**src/rtl/serial_tx.sv**
```systemverilog
// serial_tx: buffers 64-bit words with a length in a small FIFO and sends each one MSB-first as a bit stream.
// Optional macro SERIAL_TX_LENCHK_EN drops words of illegal length and pulses errout; otherwise the length is clamped to 1..64.
module serial_tx #(
  parameter int DEPTH = 4
) (
  input  logic        clk,
  input  logic        rst,
  input  logic        pushin,
  input  logic [63:0] datain,
  input  logic [6:0]  lenin,
  output logic        stopout,
  output logic        pushout,
  output logic        dataout,
  output logic        lastout,
  input  logic        stopin,
  output logic        errout
);
  localparam int AW = $clog2(DEPTH);

  typedef enum logic {IDLE, SHIFT} state_t;

  logic [63:0] mem_data [DEPTH];
  logic [6:0]  mem_len  [DEPTH];

  logic [AW:0] wr_ptr_q, wr_ptr_d, rd_ptr_q, rd_ptr_d;
  logic [63:0] shreg_q, shreg_d;
  logic [6:0]  cnt_q, cnt_d;
  state_t      state_q, state_d;

  logic        full, empty, offer, wr_en, pop, xfer, last_bit;
  logic [6:0]  len_eff;
  logic [63:0] head_data;
  logic [6:0]  head_len;

  assign full  = (wr_ptr_q[AW] != rd_ptr_q[AW]) && (wr_ptr_q[AW-1:0] == rd_ptr_q[AW-1:0]);
  assign empty = (wr_ptr_q == rd_ptr_q);
  assign offer = pushin && !full;

`ifdef SERIAL_TX_LENCHK_EN
  logic len_legal;
  logic errout_q, errout_d;

  assign len_legal = (lenin != 7'd0) && (lenin <= 7'd64);
  assign wr_en     = offer && len_legal;
  assign len_eff   = lenin;
  assign errout_d  = offer && !len_legal;

  always_ff @(posedge clk) begin
    if (rst) errout_q <= 1'b0;
    else     errout_q <= errout_d;
  end
  assign errout = errout_q;
`else
  assign wr_en   = offer;
  assign len_eff = (lenin == 7'd0) ? 7'd1 : ((lenin > 7'd64) ? 7'd64 : lenin);
  assign errout  = 1'b0;
`endif

  // Storage has no reset; occupancy is tracked entirely by the pointers.
  always_ff @(posedge clk) begin
    if (wr_en) begin
      mem_data[wr_ptr_q[AW-1:0]] <= datain;
      mem_len[wr_ptr_q[AW-1:0]]  <= len_eff;
    end
  end

  // Head is read combinationally so the next word can load on the same edge as the previous last bit.
  assign head_data = mem_data[rd_ptr_q[AW-1:0]];
  assign head_len  = mem_len[rd_ptr_q[AW-1:0]];

  assign xfer     = (state_q == SHIFT) && !stopin;
  assign last_bit = (cnt_q == 7'd1);
  assign pop      = !empty && ((state_q == IDLE) || (xfer && last_bit));

  // State register.
  always_ff @(posedge clk) begin
    if (rst) begin
      state_q  <= IDLE;
      shreg_q  <= 64'd0;
      cnt_q    <= 7'd0;
      wr_ptr_q <= '0;
      rd_ptr_q <= '0;
    end else begin
      state_q  <= state_d;
      shreg_q  <= shreg_d;
      cnt_q    <= cnt_d;
      wr_ptr_q <= wr_ptr_d;
      rd_ptr_q <= rd_ptr_d;
    end
  end

  // Next-state and datapath.
  always_comb begin
    state_d  = state_q;
    shreg_d  = shreg_q;
    cnt_d    = cnt_q;
    wr_ptr_d = wr_ptr_q + (AW + 1)'(wr_en);
    rd_ptr_d = rd_ptr_q + (AW + 1)'(pop);
    case (state_q)
      IDLE:    if (!empty) state_d = SHIFT;
      SHIFT:   if (xfer && last_bit && empty) state_d = IDLE;
      default: state_d = IDLE;
    endcase
    if (pop) begin
      shreg_d = head_data << (7'd64 - head_len);
      cnt_d   = head_len;
    end else if (xfer) begin
      shreg_d = {shreg_q[62:0], 1'b0};
      cnt_d   = cnt_q - 7'd1;
    end
  end

  // Outputs decode registered state only.
  always_comb begin
    stopout = full;
    pushout = (state_q == SHIFT);
    dataout = shreg_q[63];
    lastout = (state_q == SHIFT) && last_bit;
  end

endmodule

```
**config.mk**
```make
export PLATFORM = sky130hd
export DESIGN_NAME = serial_tx
export DESIGN_NICKNAME = d
export VERILOG_FILES = /design/src/rtl/serial_tx.sv
export SDC_FILE = /design/constraint.sdc
export NUM_CORES = 1
export LEC_CHECK = 0
export CAP_MARGIN = 5
export CORE_ASPECT_RATIO = 1.1
export CORE_MARGIN = 2
export CORE_UTILIZATION = 61
export DETAILED_ROUTE_END_ITERATION = 10
export GPL_TIMING_DRIVEN = 0
export PLACE_DENSITY = 0.8
export SLEW_MARGIN = 10
export SYNTH_ARGS = -nofsm -noshare
export SYNTH_HDL_FRONTEND = slang
export SYNTH_SLANG_ARGS = --single-unit
export TNS_END_PERCENT = 100
```
**constraint.sdc**
```tcl
create_clock -name clk -period 9.1 [get_ports clk]
set_input_delay 0.91 -clock clk [delete_from_list [all_inputs] [get_ports clk]]
set_output_delay 0.91 -clock clk [all_outputs]
set_load 0.01 [all_outputs]
```
==> summary.md, run 1 <==
| Metric | Value |
|---|---|
| Share of cells above drive strength 1 | 18.7% |
| Die outline area | 0.0310 mm2 |
| TritonCTS clock tree | built |
| Count of instances resized after the clock tree is built | 0 |
| Worst min-delay path startpoint | shreg_q[54]$_SDFFE_PP0P_ |
| Hold Crit Depth | 2 |
| WL final | 59400 um |
| Final design area excluding fillers | 0.0208 mm2 |
| Most frequently used flop master after synthesis | edfxtp_1 |
| Starting density of the core | 61.5% |
| Synth Area per Inst | 13.2 um2 |
| Reg2Reg Depth | 16 |
| Net count after synthesis | 1452 |
| Instance count after placement with tap cells included | 1842 |
| Maximum number of pins on one net before global-route repair | 53 |
| Sequential fraction of the synthesis area | 55.8% |
| Total DRC errors in the routed layout | 0 |
| Largest vdd supply drop | 243 uV |
| DIE HEIGHT | 185 um |
| X dimension of the die | 168 um |
| Detailed Route Iter0 Violations | 1726 |
| Worst-case clock skew | 0.0195 ns |
| Power per cell area | 400 mW/mm2 |
| Min-Delay Endpoint | shreg_q[54]$_SDFFE_PP0P_ |
| Number of antenna cells inserted | 0 |
| Largest stage delay on the critical path | 0.65 ns |
| Synthesized flop and latch total | 362 |
| Reg2reg start | rd_ptr_q[0]$_SDFF_PP0_ |
| Asr flop ratio synth | 0% |
| Cell chain of the critical path | buf_6 -> mux4_2 -> buf_2 -> buf_2 -> buf_2 -> inv_1 -> ha_1 -> clkinv_1 -> buf_1 -> clkbuf_1 -> clkbuf_1 -> clkbuf_1 -> a21oi_1 -> o21ai_0 -> a21oi_1 -> a311oi_1 |
| Port Buffer Count | 78 |
| Routed length per instance | 31.1 um |
| Vias in the first global route | 13300 |
| Overall via count from detail_route | 13300 |
| Number of antenna violations at the first check in global routing | 0 |
| Signal arrival time at the worst endpoint | 6.94 ns |
| Clock Latency Late Sink | 0.54 ns |
| Share of the core filled with cells | 70.6% |
| Routability-driven placement congestion ratio | 1.00 |
| Post-Syn Instances | 1370 |
| Worst path slowest cell | o21ai_0 |
| Congestion Overflow GR | 0 |
| CTS buffer count | 37 |
| Final setup slack of the worst path | 2.61 ns |
| Area growth, synth to finish | 14.8% |
| Relative slew slack | 18.8% |
| Detail Placement HPWL | 43600 um |
| Highest Clock Rate | 0.154 GHz |
| Number of nets still failing antenna checks after routing | 0 |
| Clock-pin slew on the worst setup and hold paths | 0.07 ns |
| Mean number of vias per cell | 6.95 |
| Number of rows in the core area | 66 |
| Count of pins on the block boundary | 80 |
| Critical Path Start Type | register |
| Number of buffers on the longest clock path | 3 |
| Aggregate global-route resource usage | 38.8% |
| Type of the worst min-delay path | reg -> reg |
| Max capacitance violation total | 0 |
| Number of setup violations in the final report | 0 |
| Final worst hold slack | 0.493 ns |
| Category of the worst setup path capture point | register |
| Area of placed instances | 0.0196 mm2 |
| Outcome | completed |
| Number of enable-type register cells in the synthesized netlist | 284 |
| Max FO, Critical Path | 10 |
| Final critical path time including I/O delays and setup | 6.49 ns |
| Cell Area, Synth | 0.0181 mm2 |
| Fin crit share | 71.3% |
| Sum Neg Setup Slack | 0 ns |
| Fin. Hold Viols | 0 |
| Core box area | 0.0294 mm2 |
| Fin. max-slew vios | 0 |
| Synthesis Warnings | 0 |
| Number of standard cells in the final layout excluding fillers | 1907 |
| Critical R2R Capture | shreg_q[59]$_SDFFE_PP0P_ |
| Number of different library cells in the post-synthesis netlist | 76 |
| First-pass DRT Iterations | 5 |
| Layout net count | 1589 |
| Required time of the worst setup path | 9.55 ns |
| Total Power | 8.29 mW |
| Clock root cell | clkbuf_16 |
| RSZ-0062 raised after global routing | no |
| Minimum setup slack among reg-to-reg paths | 2.61 ns |
| Cell leakage power | 7.03 nW |
| Wire length of the first global-routing pass | 87400 um |
| CP Class | reg -> reg |
| Worst setup slack after placement | 2.82 ns |
| Least-Margin Pin Slew | 1.21 ns |
| Number of clock sinks seen by CTS | 362 |
| Number of buffers added to fix hold violations after cts | 0 |
| Number of setup buffers added after CTS | 0 |
| Count of H-tree levels built during CTS | 2 |
worst max-delay path: cells and delay by family, from the launching register on:
family	cells	cell delay, ns
adders and majority gates	1	0.41
buffers and inverters	10	3.79
DFF	1	0.53
AOI/OAI and AO/OA	4	1.24
muxes	1	0.40
sequential cells by signal, summed over array words and instances (netlist names):
| name | count |
|---|---|
| shreg_q | 64 |
| wr_ptr_q | 3 |
| cnt_q | 7 |
| pushout | 1 |
| mem_data | 256 |
| rd_ptr_q | 3 |
| mem_len | 28 |
cell families (layout without fill, tap and decap cells):
logic type               count (synthesis)  after routing  share of synthesized area [%]
AO/OA/AOI/OAI                          283            283                           10.4
XOR/XNOR                                16             16                          0.775
adder cells (fa/ha/maj)                  7              7                          0.484
buffers and inverters                  116            279                           2.73
flip-flops                             362            362                           55.8
multiplexers                           257            257                           21.6
other                                    1              1                         0.0207
AND/OR/NAND/NOR                        328            328                           8.11
worst max-delay path by stage:
stage                                       from                        end  slack (ns)  cells after the start
after floorplan                           pushin   mem_data[1][0]$_DFFE_PP_        2.33                      2
after global placement                    pushin  mem_data[1][15]$_DFFE_PP_       -1.76                      3
after detailed placement  rd_ptr_q[0]$_SDFF_PP0_   shreg_q[59]$_SDFFE_PP0P_        2.82                     16
after CTS                 rd_ptr_q[0]$_SDFF_PP0_   shreg_q[59]$_SDFFE_PP0P_        2.79                     16
after global routing      rd_ptr_q[0]$_SDFF_PP0_   shreg_q[59]$_SDFFE_PP0P_        2.37                     16
final                     rd_ptr_q[0]$_SDFF_PP0_   shreg_q[59]$_SDFFE_PP0P_        2.61                     16
report_power, final:
group          leakage [nW]  switching, mW  internal [mW]  total, mW
Combinational          3.20           3.07           1.66       4.73
Sequential             3.25         0.0898           1.97       2.06
Clock                 0.577          0.644          0.867       1.51
Total                  7.03           3.80           4.49       8.29
per-layer routing:
| layer | track usage (%) | part of all wire, % | wire, um |
|---|---|---|---|
| met5 | 0 | 0 | 0 |
| met4 | 22.4 | 6.7 | 3970 |
| met3 | 6.33 | 8.4 | 4980 |
| met2 | 63.7 | 48 | 28400 |
| met1 | 49.5 | 37 | 22000 |
cells in the final DEF, fill, tap and decap left out, types with 10 or more instances in the layout:
master / n
o211ai_1: 16
a31oi_1: 11
buf_4: 14
o21a_1: 16
nor3_1: 34
a21oi_1: 37
nor2b_1: 11
dfxtp_1: 78
nor2_1: 141
nand2_1: 84
a211oi_1: 41
o21ai_0: 90
clkbuf_16: 37
mux2i_1: 95
clkdlybuf4s50_1: 78
mux2_2: 61
mux4_2: 101
nand3_1: 12
clkbuf_1: 70
xnor2_1: 10
edfxtp_1: 284
inv_1: 10
buf_2: 31
Yosys cell counts, types with 9 or more instances:
cell / number / area share (%)
a31oi_1: 11 / 0.38
dfxtp_1: 78 / 8.6
o21a_1: 16 / 0.66
a211oi_1: 41 / 1.7
mux2_2: 61 / 3.8
inv_1: 10 / 0.21
nor3_1: 35 / 0.97
a311oi_1: 9 / 0.44
mux4_2: 101 / 13
clkbuf_1: 62 / 1.3
edfxtp_1: 284 / 47
xnor2_1: 10 / 0.48
nor2b_1: 11 / 0.38
mux2i_1: 95 / 5.3
nor2_1: 142 / 2.9
o211ai_1: 16 / 0.66
nand3_1: 12 / 0.33
nand2_1: 84 / 1.7
o21ai_0: 90 / 2.5
buf_2: 31 / 0.86
a21oi_1: 37 / 1.0
area by class of cell:
| class | instances | area (um2) |
|---|---|---|
| Sequential cell | 362 | 10100 |
| Fill cell | 1951 | 8640 |
| Multi-Input combinational cell | 892 | 7520 |
| Timing Repair Buffer | 98 | 1020 |
| Clock buffer | 45 | 956 |
| Tap cell | 374 | 468 |
| Buffer | 105 | 452 |
| Clock inverter | 20 | 213 |
| Inverter | 11 | 41.3 |
Power figures use the tool's default switching activity.
==> run 2, diff against run 1 <==
==> constraint.sdc (replaced) <==
create_clock -name clk -period 6.5 [get_ports clk]
set_input_delay 0.65 -clock clk [delete_from_list [all_inputs] [get_ports clk]]
set_output_delay 0.65 -clock clk [all_outputs]
set_load 0.01 [all_outputs]
==> summary.md, run 2 (synthesis gave the netlist of run 1 again) <==
| Metric | Value |
|---|---|
| Number of nets still failing antenna checks after routing | 0 (unchanged) |
| Clock root cell | clkbuf_16 (unchanged) |
| Critical R2R Capture | shreg_q[21]$_SDFFE_PP0P_ (was shreg_q[59]$_SDFFE_PP0P_) |
| Number of rows in the core area | 66 (unchanged) |
| Most common cell type on the critical path | buf_2 |
| Type of the worst min-delay path | reg -> reg (unchanged) |
| Port Buffer Count | 78 (unchanged) |
| Detailed Route Iter0 Violations | 1762 (was 1726) |
| Highest Clock Rate | 0.159 GHz (was 0.154 GHz) |
| Most frequent standard cell in the layout excluding fill and tap cells | edfxtp_1 (unchanged) |
| Layout net count | 1585 (was 1589) |
| Count of H-tree levels built during CTS | 2 (unchanged) |
| Mean number of vias per cell | 7.08 (was 6.95) |
| CTS buffer count | 37 (unchanged) |
| Reg2Reg Depth | 14 (was 16) |
| Worst min-delay path startpoint | shreg_q[46]$_SDFFE_PP0P_ (was shreg_q[54]$_SDFFE_PP0P_) |
| Final critical path time including I/O delays and setup | 6.27 ns (was 6.49 ns) |
| Required time of the worst setup path | 6.90 ns (was 9.55 ns) |
| Number of antenna violations at the first check in global routing | 1 (was 0) |
| Number of setup violations in the final report | 0 (unchanged) |
| X dimension of the die | 168 um (unchanged) |
| Number of clock sinks seen by CTS | 362 (unchanged) |
| Routability-driven placement congestion ratio | 1.02 (was 1.00) |
| Fin. max-slew vios | 0 (unchanged) |
| Number of buffers added to fix hold violations after cts | 0 (unchanged) |
| Die outline area | 0.0310 mm2 (unchanged) |
| Number of standard cells in the final layout excluding fillers | 1905 (was 1907) |
| Cell chain of the critical path | buf_6 -> mux4_2 -> buf_2 -> buf_2 -> buf_2 -> inv_1 -> ha_1 -> xnor2_1 -> clkbuf_1 -> buf_1 -> clkbuf_1 -> mux2i_1 -> a21oi_1 -> a2111oi_0 (was buf_6 -> mux4_2 -> buf_2 -> buf_2 -> buf_2 -> inv_1 -> ha_1 -> clkinv_1 -> buf_1 -> clkbuf_1 -> clkbuf_1 -> clkbuf_1 -> a21oi_1 -> o21ai_0 -> a21oi_1 -> a311oi_1) |
| Routed length per instance | 30.8 um (was 31.1 um) |
| Family with the most delay on the worst path | buffers and inverters (unchanged) |
| Signal arrival time at the worst endpoint | 6.68 ns (was 6.94 ns) |
| Final design area excluding fillers | 0.0207 mm2 (was 0.0208 mm2) |
| First-pass DRT Iterations | 6 (was 5) |
| Worst path slowest cell | mux2i_1 (was o21ai_0) |
| Area growth, synth to finish | 14.6% (was 14.8%) |
| Instance count after placement with tap cells included | 1839 (was 1842) |
| Max FO, Critical Path | 10 (unchanged) |
| Worst-case clock skew | 0.00855 ns (was 0.0195 ns) |
| Wire length of the first global-routing pass | 87300 um (was 87400 um) |
| Critical Path Start Type | register (unchanged) |
| Core box area | 0.0294 mm2 (unchanged) |
| Fin. Hold Viols | 0 (unchanged) |
| Least-Margin Pin Slew | 1.03 ns (was 1.21 ns) |
| Vias in the first global route | 13400 (was 13300) |
| Cell leakage power | 6.99 nW (was 7.03 nW) |
| Max FFs per register | 256 (unchanged) |
| Congestion Overflow GR | 0 (unchanged) |
| Fin crit share | 96.5% (was 71.3%) |
| RSZ-0062 raised after global routing | no (unchanged) |
| Power per cell area | 556 mW/mm2 (was 400 mW/mm2) |
| Sum Neg Setup Slack | 0 ns (unchanged) |
| Clock Latency Late Sink | 0.53 ns (was 0.54 ns) |
| TritonCTS clock tree | built (unchanged) |
| Largest vdd supply drop | 338 uV (was 243 uV) |
| Count of pins on the block boundary | 80 (unchanged) |
| Commonest non-fill, non-tap cells in the layout | edfxtp_1 (284), nor2_1 (141), mux4_2 (101) (unchanged) |
| Largest stage delay on the critical path | 0.74 ns (was 0.65 ns) |
| Area of placed instances | 0.0196 mm2 (about the same) |
| Reg2reg start | rd_ptr_q[0]$_SDFF_PP0_ (unchanged) |
| Min-Delay Endpoint | shreg_q[46]$_SDFFE_PP0P_ (was shreg_q[54]$_SDFFE_PP0P_) |
| Total buffers and inverters traversed by the critical path | 8 (was 10) |
| Total DRC errors in the routed layout | 0 (unchanged) |
| Total Power | 11.5 mW (was 8.29 mW) |
| Number of buffers on the longest clock path | 3 (unchanged) |
| Clock-pin slew on the worst setup and hold paths | 0.06 ns (was 0.07 ns) |
| Final worst hold slack | 0.487 ns (was 0.493 ns) |
| DIE HEIGHT | 185 um (unchanged) |
| CP Class | reg -> reg (unchanged) |
| Hold Crit Depth | 2 (unchanged) |
| Category of the worst setup path capture point | register (unchanged) |
| Starting density of the core | 61.5% (unchanged) |
| Share of cells above drive strength 1 | 18.3% (was 18.7%) |
| Minimum setup slack among reg-to-reg paths | 0.23 ns (was 2.61 ns) |
| Relative slew slack | 31.1% (was 18.8%) |
| Max capacitance violation total | 0 (unchanged) |
| Outcome | completed (unchanged) |
| WL final | 58600 um (was 59400 um) |
| Aggregate global-route resource usage | 38.5% (was 38.8%) |
| Overall via count from detail_route | 13500 (was 13300) |
| Detail Placement HPWL | 42700 um (was 43600 um) |
| Maximum number of pins on one net before global-route repair | 55 (was 53) |
-- run 2: changes by cell type in the layout (fill, tap and decap cells not counted), sizes merged --
cell      delta
buf          -4
inv          +1
clkinv       -2
clkinvlp     +3
clkbuf       +1
bufinv       -2
diode        +1
-- run 2: worst max path at each step --
stage                     cells after the start  slack, ns                         to              startpoint
final                                        14       0.23   shreg_q[21]$_SDFFE_PP0P_  rd_ptr_q[0]$_SDFF_PP0_
after global placement                        3      -3.40  mem_data[0][15]$_DFFE_PP_                  pushin
after global routing                         14       0.07   shreg_q[21]$_SDFFE_PP0P_  rd_ptr_q[0]$_SDFF_PP0_
after detailed placement                     16       0.24   shreg_q[29]$_SDFFE_PP0P_  rd_ptr_q[0]$_SDFF_PP0_
after floorplan                               5       0.20   mem_data[0][0]$_DFFE_PP_  rd_ptr_q[0]$_SDFF_PP0_
after CTS                                    15       0.20   shreg_q[29]$_SDFFE_PP0P_  rd_ptr_q[0]$_SDFF_PP0_
-- run 2: what timing repair did --
action | CTS | global route
setup buffers | 0 | 0
setup endpoints to repair | 0 | 4
gates resized for setup | 0 | 3
hold endpoints to repair | 0 | 0
-- run 2: area by class of cell --
class                      count  area, um2
tap                          374        468
clock inverter                20        164
antenna                        1       2.50
clock buffer                  46        960
timing repair buffer          95       1030
inverter                      11       41.3
buffer                       104        449
fill                        1990       8670
sequential                   362      10100
multi-input combinational    892       7520
-- run 2: through the flow --
stage               utilization, %  setup slack [ns]
floorplan                        -             0.200
global placement              65.8             -3.40
detailed placement            66.7             0.244
CTS                           70.5             0.204
global route                  70.5            0.0665
finish                        70.5             0.225
-- run 2: where the power goes --
group	total, mW	internal, mW	leakage, nW	switching (mW)
Sequential	2.88	2.76	3.25	0.126
Combinational	6.62	2.32	3.20	4.30
Clock	2.01	1.13	0.536	0.877
Total	11.5	6.21	6.99	5.30
-- run 2: per-layer routing --
layer,GRT usage (%),up-vias,share of wire [%]
li1,-,5618,-
met1,49.8,6640,37
met2,63.3,970,48
met3,6.01,251,9.0
met4,20.4,0,6.5
met5,0,-,0
-- run 2: worst min-delay path, delay by kind of cell, from the launching register on --
kind	cells	cell delay, ns
flip-flops	1	0.30
AND/OR/NAND/NOR	2	0.13
==> run 3, diff against run 2 <==
==> constraint.sdc (replaced) <==
create_clock -name clk -period 7.1 [get_ports clk]
set_input_delay 0.71 -clock clk [delete_from_list [all_inputs] [get_ports clk]]
set_output_delay 0.71 -clock clk [all_outputs]
set_load 0.01 [all_outputs]
==> results of run 3 <==
The final DEF is identical to that of run 1. Status: completed.
Main changes from that run: setup slack after placement 2.82 ns -> 0.821 ns; setup slack after layout 2.61 ns -> 0.609 ns; register-to-register setup slack 2.61 ns -> 0.61 ns; total power 8.29 mW -> 10.6 mW; worst IR drop on VDD 243 uV -> 312 uV
==> edit: new RTL, config.mk and constraints of run 3 <==
Put a register stage on the output `pushout`, with the module's reset. The value now appears one clock later. The other outputs are not delayed to match.
--- a/src/rtl/serial_tx.sv
+++ b/src/rtl/serial_tx.sv
@@ -18,6 +18,8 @@
   localparam int AW = $clog2(DEPTH);
 
   typedef enum logic {IDLE, SHIFT} state_t;
+
+  logic pushout_d;
 
   logic [63:0] mem_data [DEPTH];
   logic [6:0]  mem_len  [DEPTH];
@@ -113,10 +115,18 @@
   // Outputs decode registered state only.
   always_comb begin
     stopout = full;
-    pushout = (state_q == SHIFT);
+    pushout_d = (state_q == SHIFT);
     dataout = shreg_q[63];
     lastout = (state_q == SHIFT) && last_bit;
   end
 
+  always_ff @(posedge clk) begin
+    if (rst) begin
+      pushout <= '0;
+    end else begin
+      pushout <= pushout_d;
+    end
+  end
+
 endmodule
 
Check against the original RTL: not equivalent (Yosys sat finds a counterexample within 4 cycles, from zero or initial values and one cycle with rst high).
==> edit against run 3 <==
Wire length down 1.1%; sequential share of layout area is 1.3 points lower; cell count grew 2.9%; total power increased by 1.0%; clock skew fell by 3.7 ps; clock power about the same; synthesized area is 3.1% higher; final area grew 3.0%; setup slack got worse by 99 ps; hold slack worse by 4.4 ps; fmax is 1.5% lower; sequential cell count grew 1; combinational power increased by 1%; critical endpoint is now shreg_q[52]; highest routed layer unchanged.
==> edit: results (changes against run 3) <==
| Metric | Value |
|---|---|
| Status | `finished clean` |
| WL final | `58,700 um (-1.1%)` |
| Peak per-stage delay on the critical path | `720 ps (+70 ps)` |
| Hold path startpoint | `shreg_q[9]` |
| Routed vias/inst | `7.06 (+1.6%)` |
| Placed Cells | `1,897 (+3.0%)` |
| Worst path arrival time | `6980 ps (+40 ps)` |
| Netlist cell types | `81 (+6.6%)` |
| # nets final | `1,604 (+0.94%)` |
| Overall Global Routing Usage | `37.4% (-1.4 points)` |
| Post-synth net total | `1,475 (+1.6%)` |
| Placed inst area | `20,200 um2 (+3.1%)` |
| Avg WL per Cell | `29.9 um (-4.0%)` |
| Initial DRC count | `1,643 (-4.8%)` |
| Slew headroom | `25.0% (+6.2 points)` |
| Worst Skew | `15.7 ps (-3.73 ps)` |
| Power share of the clock group | `18.1%` |
| Commonest cells post-synth | `edfxtp_1, mux4_2, mux2i_1` |
| Leak pwr | `0.00716 uW (+1.8%)` |
| Vias in the first global route | `13,843 (+4.0%)` |
| RD Place Congestion | `1.00 (about the same)` |
| Complex-gate fraction of the synthesized area | `11.7% (+1.3 points)` |
| Switching Share | `45.4% (-0.46 points)` |
| Mapped Cells | `1,393 (+1.7%)` |
| Starting Density | `61.6% (+0.067 points)` |
| Layout cells sized above 1 | `18.3% (-0.39 points)` |
| Post-CTS Resized | `0 (unchanged)` |
| Synth Area in Adders | `0.470% (-0.014 points)` |
| First-pass GRT wire length | `88,000 um (+0.75%)` |
| Maximum VDD drop | `293 uV (-6.0%)` |
| Largest net degree at the start of global routing | `40 (-25%)` |
| XOR/XNOR share of the synthesized area | `0.611% (-0.16 points)` |
| TritonRoute pass-1 iters | `6 (+1)` |
| Seq pwr | `2650 uW (about the same)` |
| Sequential fraction of the synthesis area | `54.3% (-1.5 points)` |
| Synth area leaders | `edfxtp_1, mux4_2, dfxtp_1, mux2i_1, o21ai_0` |
| Multiplexer share of the synthesized area | `21.1% (-0.53 points)` |
-- edit: final timing paths --
kind         depth (start not counted)     endpoint  slack (ps)
min                                  2   shreg_q[9]         490
max reg2reg                         17  shreg_q[52]         510
min reg2reg                          2   shreg_q[9]         490
max                                 17  shreg_q[52]         510
-- edit: metal layers --
| metal | wire [um] | global-route usage [%] | vias up | share of wire [%] |
|---|---|---|---|---|
| met5 | 0 | 0 | - | 0 |
| met4 | 3880 | 21.4 | 0 | 6.6 |
| met3 | 4890 | 6.56 | 236 | 8.3 |
| met2 | 27600 | 58.8 | 868 | 47 |
| met1 | 22300 | 49.3 | 6938 | 38 |
| li1 | - | - | 5816 | - |
-- edit: cell type report --
type	instances	area (um2)
repair buffers	90	1010
multi-input cells	908	8000
inverters	9	33.8
flip-flops and latches	363	10100
plain buffers	113	524
clock inverters	18	196
clock buffers	48	988
fillers	1983	8880
well taps	414	518
